--- src/rtl/biriscv_icache_port_arb_if.sv ---
// Instruction-cache port bundle: two requester channels plus the cache side.
// The arbiter takes the slave view. The environment (requesters and cache) takes the master view.
interface biriscv_icache_port_arb_if;
    // Requester 0 (fetch)
    logic        req0_rd_i;
    logic [31:0] req0_pc_i;
    logic [1:0]  req0_priv_i;
    logic        req0_kill_i;
    logic        req0_flush_i;
    logic        req0_accept_o;
    logic        req0_valid_o;
    // Requester 1 (prefetcher / debug reader)
    logic        req1_rd_i;
    logic [31:0] req1_pc_i;
    logic [1:0]  req1_priv_i;
    logic        req1_kill_i;
    logic        req1_flush_i;
    logic        req1_accept_o;
    logic        req1_valid_o;
    // Shared response
    logic [63:0] resp_inst_o;
    logic        resp_error_o;
    logic        resp_page_fault_o;
    // Cache side
    logic        icache_rd_o;
    logic [31:0] icache_pc_o;
    logic [1:0]  icache_priv_o;
    logic        icache_flush_o;
    logic        icache_accept_i;
    logic        icache_valid_i;
    logic [63:0] icache_inst_i;
    logic        icache_error_i;
    logic        icache_page_fault_i;

    modport slave (
        input  req0_rd_i, req0_pc_i, req0_priv_i, req0_kill_i, req0_flush_i,
        output req0_accept_o, req0_valid_o,
        input  req1_rd_i, req1_pc_i, req1_priv_i, req1_kill_i, req1_flush_i,
        output req1_accept_o, req1_valid_o,
        output resp_inst_o, resp_error_o, resp_page_fault_o,
        output icache_rd_o, icache_pc_o, icache_priv_o, icache_flush_o,
        input  icache_accept_i, icache_valid_i, icache_inst_i,
        input  icache_error_i, icache_page_fault_i
    );

    modport master (
        output req0_rd_i, req0_pc_i, req0_priv_i, req0_kill_i, req0_flush_i,
        input  req0_accept_o, req0_valid_o,
        output req1_rd_i, req1_pc_i, req1_priv_i, req1_kill_i, req1_flush_i,
        input  req1_accept_o, req1_valid_o,
        input  resp_inst_o, resp_error_o, resp_page_fault_o,
        input  icache_rd_o, icache_pc_o, icache_priv_o, icache_flush_o,
        output icache_accept_i, icache_valid_i, icache_inst_i,
        output icache_error_i, icache_page_fault_i
    );
endinterface

--- src/rtl/biriscv_icache_port_arb.sv ---
// Two-requester arbiter for the single icache read port.
// It allows one outstanding read and routes each response to the requester that issued it.
// A requester can cancel its own in-flight read.
// Flushes are held off until no read is outstanding.
module biriscv_icache_port_arb #(
    parameter bit SUPPORT_MMU = 1'b1,
    parameter bit FIXED_PRIO  = 1'b0
) (
    input logic                       clk_i,
    input logic                       rst_i,
    biriscv_icache_port_arb_if.slave  bus
);

    logic r_busy;        // a read is outstanding
    logic r_owner;       // requester that owns the outstanding read
    logic r_drop;        // outstanding response is to be discarded
    logic r_flush_pend;  // flush waiting for the port to go free
    logic r_rr;          // round-robin pointer: requester with priority next

    logic        w_free;
    logic        w_flush_req;
    logic        w_grant;
    logic        w_rd_acc;
    logic        w_owner_kill;
    logic [31:0] w_pc;
    logic [1:0]  w_priv;

    // Grant, flush sequencing and response routing (all outputs combinational)
    always_comb begin
        // NOTE: every signal gets a default first so no path through this block infers a latch.
        w_free       = !r_busy | bus.icache_valid_i;
        w_flush_req  = r_flush_pend | bus.req0_flush_i | bus.req1_flush_i;

        w_grant = 1'b0;
        if (bus.req0_rd_i && bus.req1_rd_i)
            w_grant = FIXED_PRIO ? 1'b0 : r_rr;
        else if (bus.req1_rd_i)
            w_grant = 1'b1;

        w_pc   = w_grant ? bus.req1_pc_i   : bus.req0_pc_i;
        w_priv = w_grant ? bus.req1_priv_i : bus.req0_priv_i;

        bus.icache_flush_o = w_free & w_flush_req;
        bus.icache_rd_o    = w_free & !w_flush_req & (bus.req0_rd_i | bus.req1_rd_i);
        bus.icache_pc_o    = w_pc & 32'hFFFF_FFF8;
        bus.icache_priv_o  = SUPPORT_MMU ? w_priv : 2'b11;

        w_rd_acc          = bus.icache_rd_o & bus.icache_accept_i;
        bus.req0_accept_o = w_rd_acc & !w_grant;
        bus.req1_accept_o = w_rd_acc &  w_grant;

        w_owner_kill     = r_owner ? bus.req1_kill_i : bus.req0_kill_i;
        bus.req0_valid_o = bus.icache_valid_i & r_busy & !r_owner & !r_drop & !w_owner_kill;
        bus.req1_valid_o = bus.icache_valid_i & r_busy &  r_owner & !r_drop & !w_owner_kill;

        bus.resp_inst_o       = bus.icache_inst_i;
        bus.resp_error_o      = bus.icache_error_i;
        bus.resp_page_fault_o = bus.icache_page_fault_i;
    end

    // Outstanding-read tracking, kill capture, flush pending and round-robin pointer
    always_ff @(posedge clk_i or posedge rst_i) begin
        if (rst_i) begin
            r_busy       <= 1'b0;
            r_owner      <= 1'b0;
            r_drop       <= 1'b0;
            r_flush_pend <= 1'b0;
            r_rr         <= 1'b0;
        end else begin
            // NOTE: state uses non-blocking assignments so every register samples pre-edge values.
            if (w_flush_req)
                r_flush_pend <= !(w_free & bus.icache_accept_i);

            if (w_rd_acc) begin
                r_busy  <= 1'b1;
                r_owner <= w_grant;
                r_drop  <= 1'b0;
                r_rr    <= ~w_grant;
            end else if (bus.icache_valid_i) begin
                r_busy <= 1'b0;
                r_drop <= 1'b0;
            end else if (r_busy && w_owner_kill) begin
                r_drop <= 1'b1;
            end
        end
    end

endmodule

--- src/flat_wrapper.sv ---
// flat-port wrapper written by rule: the top's interface ports become plain ports
module biriscv_icache_port_arb_flat 
#(
    parameter bit SUPPORT_MMU = 1'b1,
    parameter bit FIXED_PRIO  = 1'b0
)
  (clk_i, rst_i, bus_req0_rd_i, bus_req0_pc_i, bus_req0_priv_i, bus_req0_kill_i, bus_req0_flush_i, bus_req0_accept_o, bus_req0_valid_o, bus_req1_rd_i, bus_req1_pc_i, bus_req1_priv_i, bus_req1_kill_i, bus_req1_flush_i, bus_req1_accept_o, bus_req1_valid_o, bus_resp_inst_o, bus_resp_error_o, bus_resp_page_fault_o, bus_icache_rd_o, bus_icache_pc_o, bus_icache_priv_o, bus_icache_flush_o, bus_icache_accept_i, bus_icache_valid_i, bus_icache_inst_i, bus_icache_error_i, bus_icache_page_fault_i);
  biriscv_icache_port_arb_if bus_i ();
  input logic clk_i;
  input logic rst_i;
  input wire logic [$bits(bus_i.req0_rd_i)-1:0] bus_req0_rd_i;
  input wire logic [$bits(bus_i.req0_pc_i)-1:0] bus_req0_pc_i;
  input wire logic [$bits(bus_i.req0_priv_i)-1:0] bus_req0_priv_i;
  input wire logic [$bits(bus_i.req0_kill_i)-1:0] bus_req0_kill_i;
  input wire logic [$bits(bus_i.req0_flush_i)-1:0] bus_req0_flush_i;
  output wire logic [$bits(bus_i.req0_accept_o)-1:0] bus_req0_accept_o;
  output wire logic [$bits(bus_i.req0_valid_o)-1:0] bus_req0_valid_o;
  input wire logic [$bits(bus_i.req1_rd_i)-1:0] bus_req1_rd_i;
  input wire logic [$bits(bus_i.req1_pc_i)-1:0] bus_req1_pc_i;
  input wire logic [$bits(bus_i.req1_priv_i)-1:0] bus_req1_priv_i;
  input wire logic [$bits(bus_i.req1_kill_i)-1:0] bus_req1_kill_i;
  input wire logic [$bits(bus_i.req1_flush_i)-1:0] bus_req1_flush_i;
  output wire logic [$bits(bus_i.req1_accept_o)-1:0] bus_req1_accept_o;
  output wire logic [$bits(bus_i.req1_valid_o)-1:0] bus_req1_valid_o;
  output wire logic [$bits(bus_i.resp_inst_o)-1:0] bus_resp_inst_o;
  output wire logic [$bits(bus_i.resp_error_o)-1:0] bus_resp_error_o;
  output wire logic [$bits(bus_i.resp_page_fault_o)-1:0] bus_resp_page_fault_o;
  output wire logic [$bits(bus_i.icache_rd_o)-1:0] bus_icache_rd_o;
  output wire logic [$bits(bus_i.icache_pc_o)-1:0] bus_icache_pc_o;
  output wire logic [$bits(bus_i.icache_priv_o)-1:0] bus_icache_priv_o;
  output wire logic [$bits(bus_i.icache_flush_o)-1:0] bus_icache_flush_o;
  input wire logic [$bits(bus_i.icache_accept_i)-1:0] bus_icache_accept_i;
  input wire logic [$bits(bus_i.icache_valid_i)-1:0] bus_icache_valid_i;
  input wire logic [$bits(bus_i.icache_inst_i)-1:0] bus_icache_inst_i;
  input wire logic [$bits(bus_i.icache_error_i)-1:0] bus_icache_error_i;
  input wire logic [$bits(bus_i.icache_page_fault_i)-1:0] bus_icache_page_fault_i;
  assign bus_i.req0_rd_i = bus_req0_rd_i;
  assign bus_i.req0_pc_i = bus_req0_pc_i;
  assign bus_i.req0_priv_i = bus_req0_priv_i;
  assign bus_i.req0_kill_i = bus_req0_kill_i;
  assign bus_i.req0_flush_i = bus_req0_flush_i;
  assign bus_req0_accept_o = bus_i.req0_accept_o;
  assign bus_req0_valid_o = bus_i.req0_valid_o;
  assign bus_i.req1_rd_i = bus_req1_rd_i;
  assign bus_i.req1_pc_i = bus_req1_pc_i;
  assign bus_i.req1_priv_i = bus_req1_priv_i;
  assign bus_i.req1_kill_i = bus_req1_kill_i;
  assign bus_i.req1_flush_i = bus_req1_flush_i;
  assign bus_req1_accept_o = bus_i.req1_accept_o;
  assign bus_req1_valid_o = bus_i.req1_valid_o;
  assign bus_resp_inst_o = bus_i.resp_inst_o;
  assign bus_resp_error_o = bus_i.resp_error_o;
  assign bus_resp_page_fault_o = bus_i.resp_page_fault_o;
  assign bus_icache_rd_o = bus_i.icache_rd_o;
  assign bus_icache_pc_o = bus_i.icache_pc_o;
  assign bus_icache_priv_o = bus_i.icache_priv_o;
  assign bus_icache_flush_o = bus_i.icache_flush_o;
  assign bus_i.icache_accept_i = bus_icache_accept_i;
  assign bus_i.icache_valid_i = bus_icache_valid_i;
  assign bus_i.icache_inst_i = bus_icache_inst_i;
  assign bus_i.icache_error_i = bus_icache_error_i;
  assign bus_i.icache_page_fault_i = bus_icache_page_fault_i;
  biriscv_icache_port_arb #(.SUPPORT_MMU(SUPPORT_MMU), .FIXED_PRIO(FIXED_PRIO)) u_core (.clk_i(clk_i), .rst_i(rst_i), .bus(bus_i));
endmodule
--- config.mk ---
export PLATFORM = sky130hd
export DESIGN_NAME = biriscv_icache_port_arb_flat
export DESIGN_NICKNAME = d
export VERILOG_FILES = /design/src/rtl/biriscv_icache_port_arb_if.sv /design/src/rtl/biriscv_icache_port_arb.sv /design/src/flat_wrapper.sv
export SDC_FILE = /design/constraint.sdc
export NUM_CORES = 1
export LEC_CHECK = 0
export ABC_CLOCK_PERIOD_IN_PS = 2600
export BUFFER_PORTS_ARGS = -buffer_cell sky130_fd_sc_hd__buf_2
export CAP_MARGIN = 25
export CORE_AREA = 2 2 96 98
export DETAILED_ROUTE_END_ITERATION = 8
export DIE_AREA = 0 0 98 100
export HOLD_SLACK_MARGIN = 0.05
export PLACE_DENSITY_LB_ADDON = 0.05
export SYNTH_ARGS = -nofsm -noshare
export SYNTH_HDL_FRONTEND = slang
export SYNTH_SLANG_ARGS = --single-unit
--- constraint.sdc ---
create_clock -name clk_i -period 2.6 [get_ports clk_i]
set_clock_uncertainty 0.15 [all_clocks]
set_input_delay 0.39 -clock clk_i [delete_from_list [all_inputs] [get_ports clk_i]]
set_output_delay 0.39 -clock clk_i [all_outputs]
set_load 0.005 [all_outputs]
# Yosys cells after proc, flatten, opt, wreduce, memory -nomap -nowiden
# Cells that the tools add are included.
[op_classes]
reduce_logical = 11
n_mul = 0
magnitude_cmp = 0
muxes = 10
div = 0
shifts = 0
eq_ne = 0
bitwise = 19
n_addsub = 0
[op_table]
columns = ["operator", "count"]
rows = [
  ["$mux W32", 1],
  ["$and A1 B1 Y1", 14],
  ["$mux W1", 8],
  ["$logic_not A1 Y1", 7],
  ["$or A1 B1 Y1", 4],
  ["$reduce_bool A3 Y1", 1],
  ["$logic_and A1 B1 Y1", 2],
  ["$mux W2", 1],
  ["$reduce_bool A2 Y1", 1],
  ["$not A1 Y1", 1],
]
[totals]
n_memories = 0
mem_bits_rw = 0
regBits = 5
inputBits = 144
elab_cells = 45
latch_bits = 0
output_inout_bits = 106
romBits = 0

# Longest topological paths before layout
[depth]
ltp_word = 7
ltp_mapped = 4
depth_no_buf = 3

# Worst setup path before layout
# No wires, ideal clock.
[synth_timing]
path_type = "input to output"
startpoint = "input port bus_req0_rd_i"
endpoint = "output port bus_icache_pc_o[10]"
path_slack_ns = 0.876
t_arrival_ns = 1.184
path_buffers = 1
cell_stages = 4
required_time_ns = 2.060
path_cell_list = "inv_2 o21ai_4 buf_4 mux2_1"
[synth_between]
elab_chain_len = 3
[synth_lines]
columns = ["element", "line", "source"]
rows = [
  ["start: declaration", "flat_wrapper.sv:11", "input wire logic [$bits(bus_i.req0_rd_i)-1:0] bus_req0_rd_i;"],
  ["$logic_and A1 B1 Y1", "biriscv_icache_port_arb.sv:35", "if (bus.req0_rd_i && bus.req1_rd_i)"],
  ["$mux W1", "biriscv_icache_port_arb.sv:35", ""],
  ["$mux W32", "biriscv_icache_port_arb.sv:40", "w_pc = w_grant ? bus.req1_pc_i : bus.req0_pc_i;"],
  ["end: declaration", "flat_wrapper.sv:29", "output wire logic [$bits(bus_i.icache_pc_o)-1:0] bus_icache_pc_o;"],
]
# No other way between the ends.

# Final worst setup path
[layout_timing]
startpoint = "register u_core.r_rr"
endpoint = "output port bus_icache_pc_o[12]"
[layout_between]
elab_chain_len = 2
[layout_lines]
columns = ["element", "line", "source"]
rows = [
  ["start: declaration", "biriscv_icache_port_arb.sv:18", "logic r_rr;"],
  ["start signal: assignment", "biriscv_icache_port_arb.sv:78", "r_rr <= ~w_grant;"],
  ["$mux W1", "biriscv_icache_port_arb.sv:35", ""],
  ["$mux W32", "biriscv_icache_port_arb.sv:40", ""],
]
# No other way between the ends.

==> reports/qor.txt <==
Status: completed
P_int: 0.336 mW
Switch Pwr: 0.150 mW
Rows: 35
First-pass GRT wire length: 5.44 mm
Worst min-delay path startpoint: bus_icache_accept_i
Logic pwr share: 49.3%
Top post-synthesis cells by count: 72 x buf_4, 26 x mux2_1, 7 x mux2_2
Final cell count without fillers: 287
CTS root buf: clkbuf_8
Core area: 8890 um^2
Sum of net half-perimeters after detailed placement: 3.39 mm
Met3 usage: 3.83%
FF+latch count, synth: 5
WL final: 3.78 mm
Worst-path clk slew: 40 ps
FFs w/ async S/R, synth: 100%
Cell taking the most area after synthesis: buf_4
Slew Viols, Final: 0
Gr usage total: 6.92%
Global routing usage on met2: 13.5%
Syn Inst Count: 131
ANT cells: 0
Maximum clock frequency: 0.481 GHz
VDD IR max: 0.287 mV
CTS tree: yes
Pwr/cell area: 347 nW/um^2
Number of global-route vias before repair: 1093
Setup TNS: 0 ps
EDFF count, synth: 0
First-pass DRT Iterations: 2
Top cells by area, synth: buf_4 46%, mux2_1 25%, dfrtp_1 11%
Crit path arrival time: 1540 ps
Final hold vios: 0
Initial core utilization: 13.3%
Vias post-DR: 1036
Unrepaired setup endpoints after global routing: false
Tmin final: 2080 ps
Post-route ant nets: 0
Placed cell count: 282
Seq pwr share: 21.2%
Critical Path RT: 2060 ps
R2r startpoint: u_core.r_flush_pend
Die Width: 98 um
Period Utilization, post-route: 80.0%
Gr busiest metal: met2
Routing usage on met1: 6.21%
Port Buffers: 108
Resize count post-CTS: 0
Crit. End Element: output pin
DRC Markers: 0
Max-cap violations: 0
Post-synth cell types: 21
Max Fanout on Critical Path: 20
CTS buffer count: 3
IO Pins: 250
Synthesized area per cell: 9.04 um^2
Startpoint Class: register
Starting DRT DRC Count: 5
Die area: 9800 um^2
Switch share: 30.9%
Largest net degree at the start of global routing: 21
Top cell type's share of synthesized area: 45.6%
Vias per Instance: 3.61
Skew-Pair Late Insertion Delay: 220 ps
Worst Setup SP: u_core.r_rr
Area growth from synthesis to layout: 18.3%
Sink Count: 5
Gp weighted congestion: 0.888
Setup-failing EPs final: 0
Synth Flop Type: dfrtp_1
H-tree depth: 1
Die height: 100 um
Count leader, synth: buf_4
GR Overflow Total: 0
Leak: 0.757 nW
Seq/Total Area, Yosys: 10.6%
Layout cells sized above 1: 70.5%
Synth warnings: 0
Clk pwr share: 29.5%
Syn Std Cell Area: 1180 um^2
Worst min path class: primary input to register
Max clock buf depth: 2
WL/cell: 13.2 um
Setup Crit Path Kind: register to output pin
NumNets Final: 321
Initial antenna violation count: 0
cell usage in the layout (no fill, tap or decap), drive strengths merged:
cell,count
a21o,1
a21oi,2
and3,1
buf,110
clkbuf,4
conb,3
dfrtp,5
dlygate4sd3,1
inv,4
mux2,33
mux2i,1
nand2,1
nand2b,1
nand3b,1
nor2,1
nor2b,1
nor3,3
o2111ai,1
o211a,1
o21ai,1
power by group through the flow:
stage	clock network [mW]	registers (mW)	logic (mW)
2_1_floorplan	0	0.102	0.207
3_3_place_gp	0	0.104	0.245
3_5_place_dp	0	0.104	0.244
4_1_cts	0.149	0.103	0.246
5_1_grt	0.155	0.105	0.266
6_report	0.143	0.103	0.240
layer usage:
layer  routed length (um)  vias up  share of wire (%)
met5                    0        -                  0
met4                   34        0               0.90
met3                  612        8                 16
met2                 1960      100                 52
met1                 1170      476                 31
li1                     -      452                  -
repair_timing:
| action | in CTS | in global routing |
|---|---|---|
| endpoints found under the hold margin | 5 | 0 |
| hold buffers | 1 | 0 |
| setup buffers | 0 | 0 |
sequential cells by signal, summed over array words and instances, names as in the netlist:
name	count
u_core.r_owner	1
u_core.r_flush_pend	1
u_core.r_drop	1
u_core.r_rr	1
u_core.r_busy	1
logic make-up (layout without fill, tap and decap cells):
family                 count (synthesis)  count (layout)  share of synthesized area, %
AO/OA/AOI/OAI                          6               6                          4.96
buffers and inverters                 76             119                          46.9
flip-flops                             5               5                          10.6
multiplexers                          34              34                          32.2
other                                  1               3                         0.316
AND/OR/NAND/NOR                        9               9                          5.07
area by class of cell:
type	count	area, um^2
fill	1024	7490
timing repair buffer	111	566
multi-input combinational	52	512
tap	111	139
sequential	5	125
clock buffer	4	45.0
inverter	4	15.0
stage by stage:
stage	worst slack, ps	utilization (%)	hold slack (ps)	total power [mW]	instance area (um^2)
2_1_floorplan	876	-	18.5	0.309	1190
3_3_place_gp	546	15.1	162	0.349	1350
3_5_place_dp	546	15.1	158	0.347	1350
4_1_cts	493	15.8	215	0.498	1400
5_1_grt	423	15.8	228	0.526	1400
6_report	519	15.8	218	0.486	1400
worst max-delay path, cell delays in order (launching register included):
cell	delay, ps
dfrtp_1	390
o21ai_4	130
buf_4	290
mux2_1	370
buf_2	130
path summary, 6_finish.rpt:
kind | endpoint | slack, ps | cells after the start
setup / recovery | bus_icache_pc_o[12] | 520 | 4
hold / removal | u_core.r_flush_pend | 220 | 2
setup reg to reg | u_core.r_rr | 980 | 3
hold reg to reg | u_core.r_rr | 420 | 1
max in group asynchronous | u_core.r_drop | 1650 | 3
min in group asynchronous | u_core.r_busy | 470 | 3
Power figures use the tool's default switching activity.
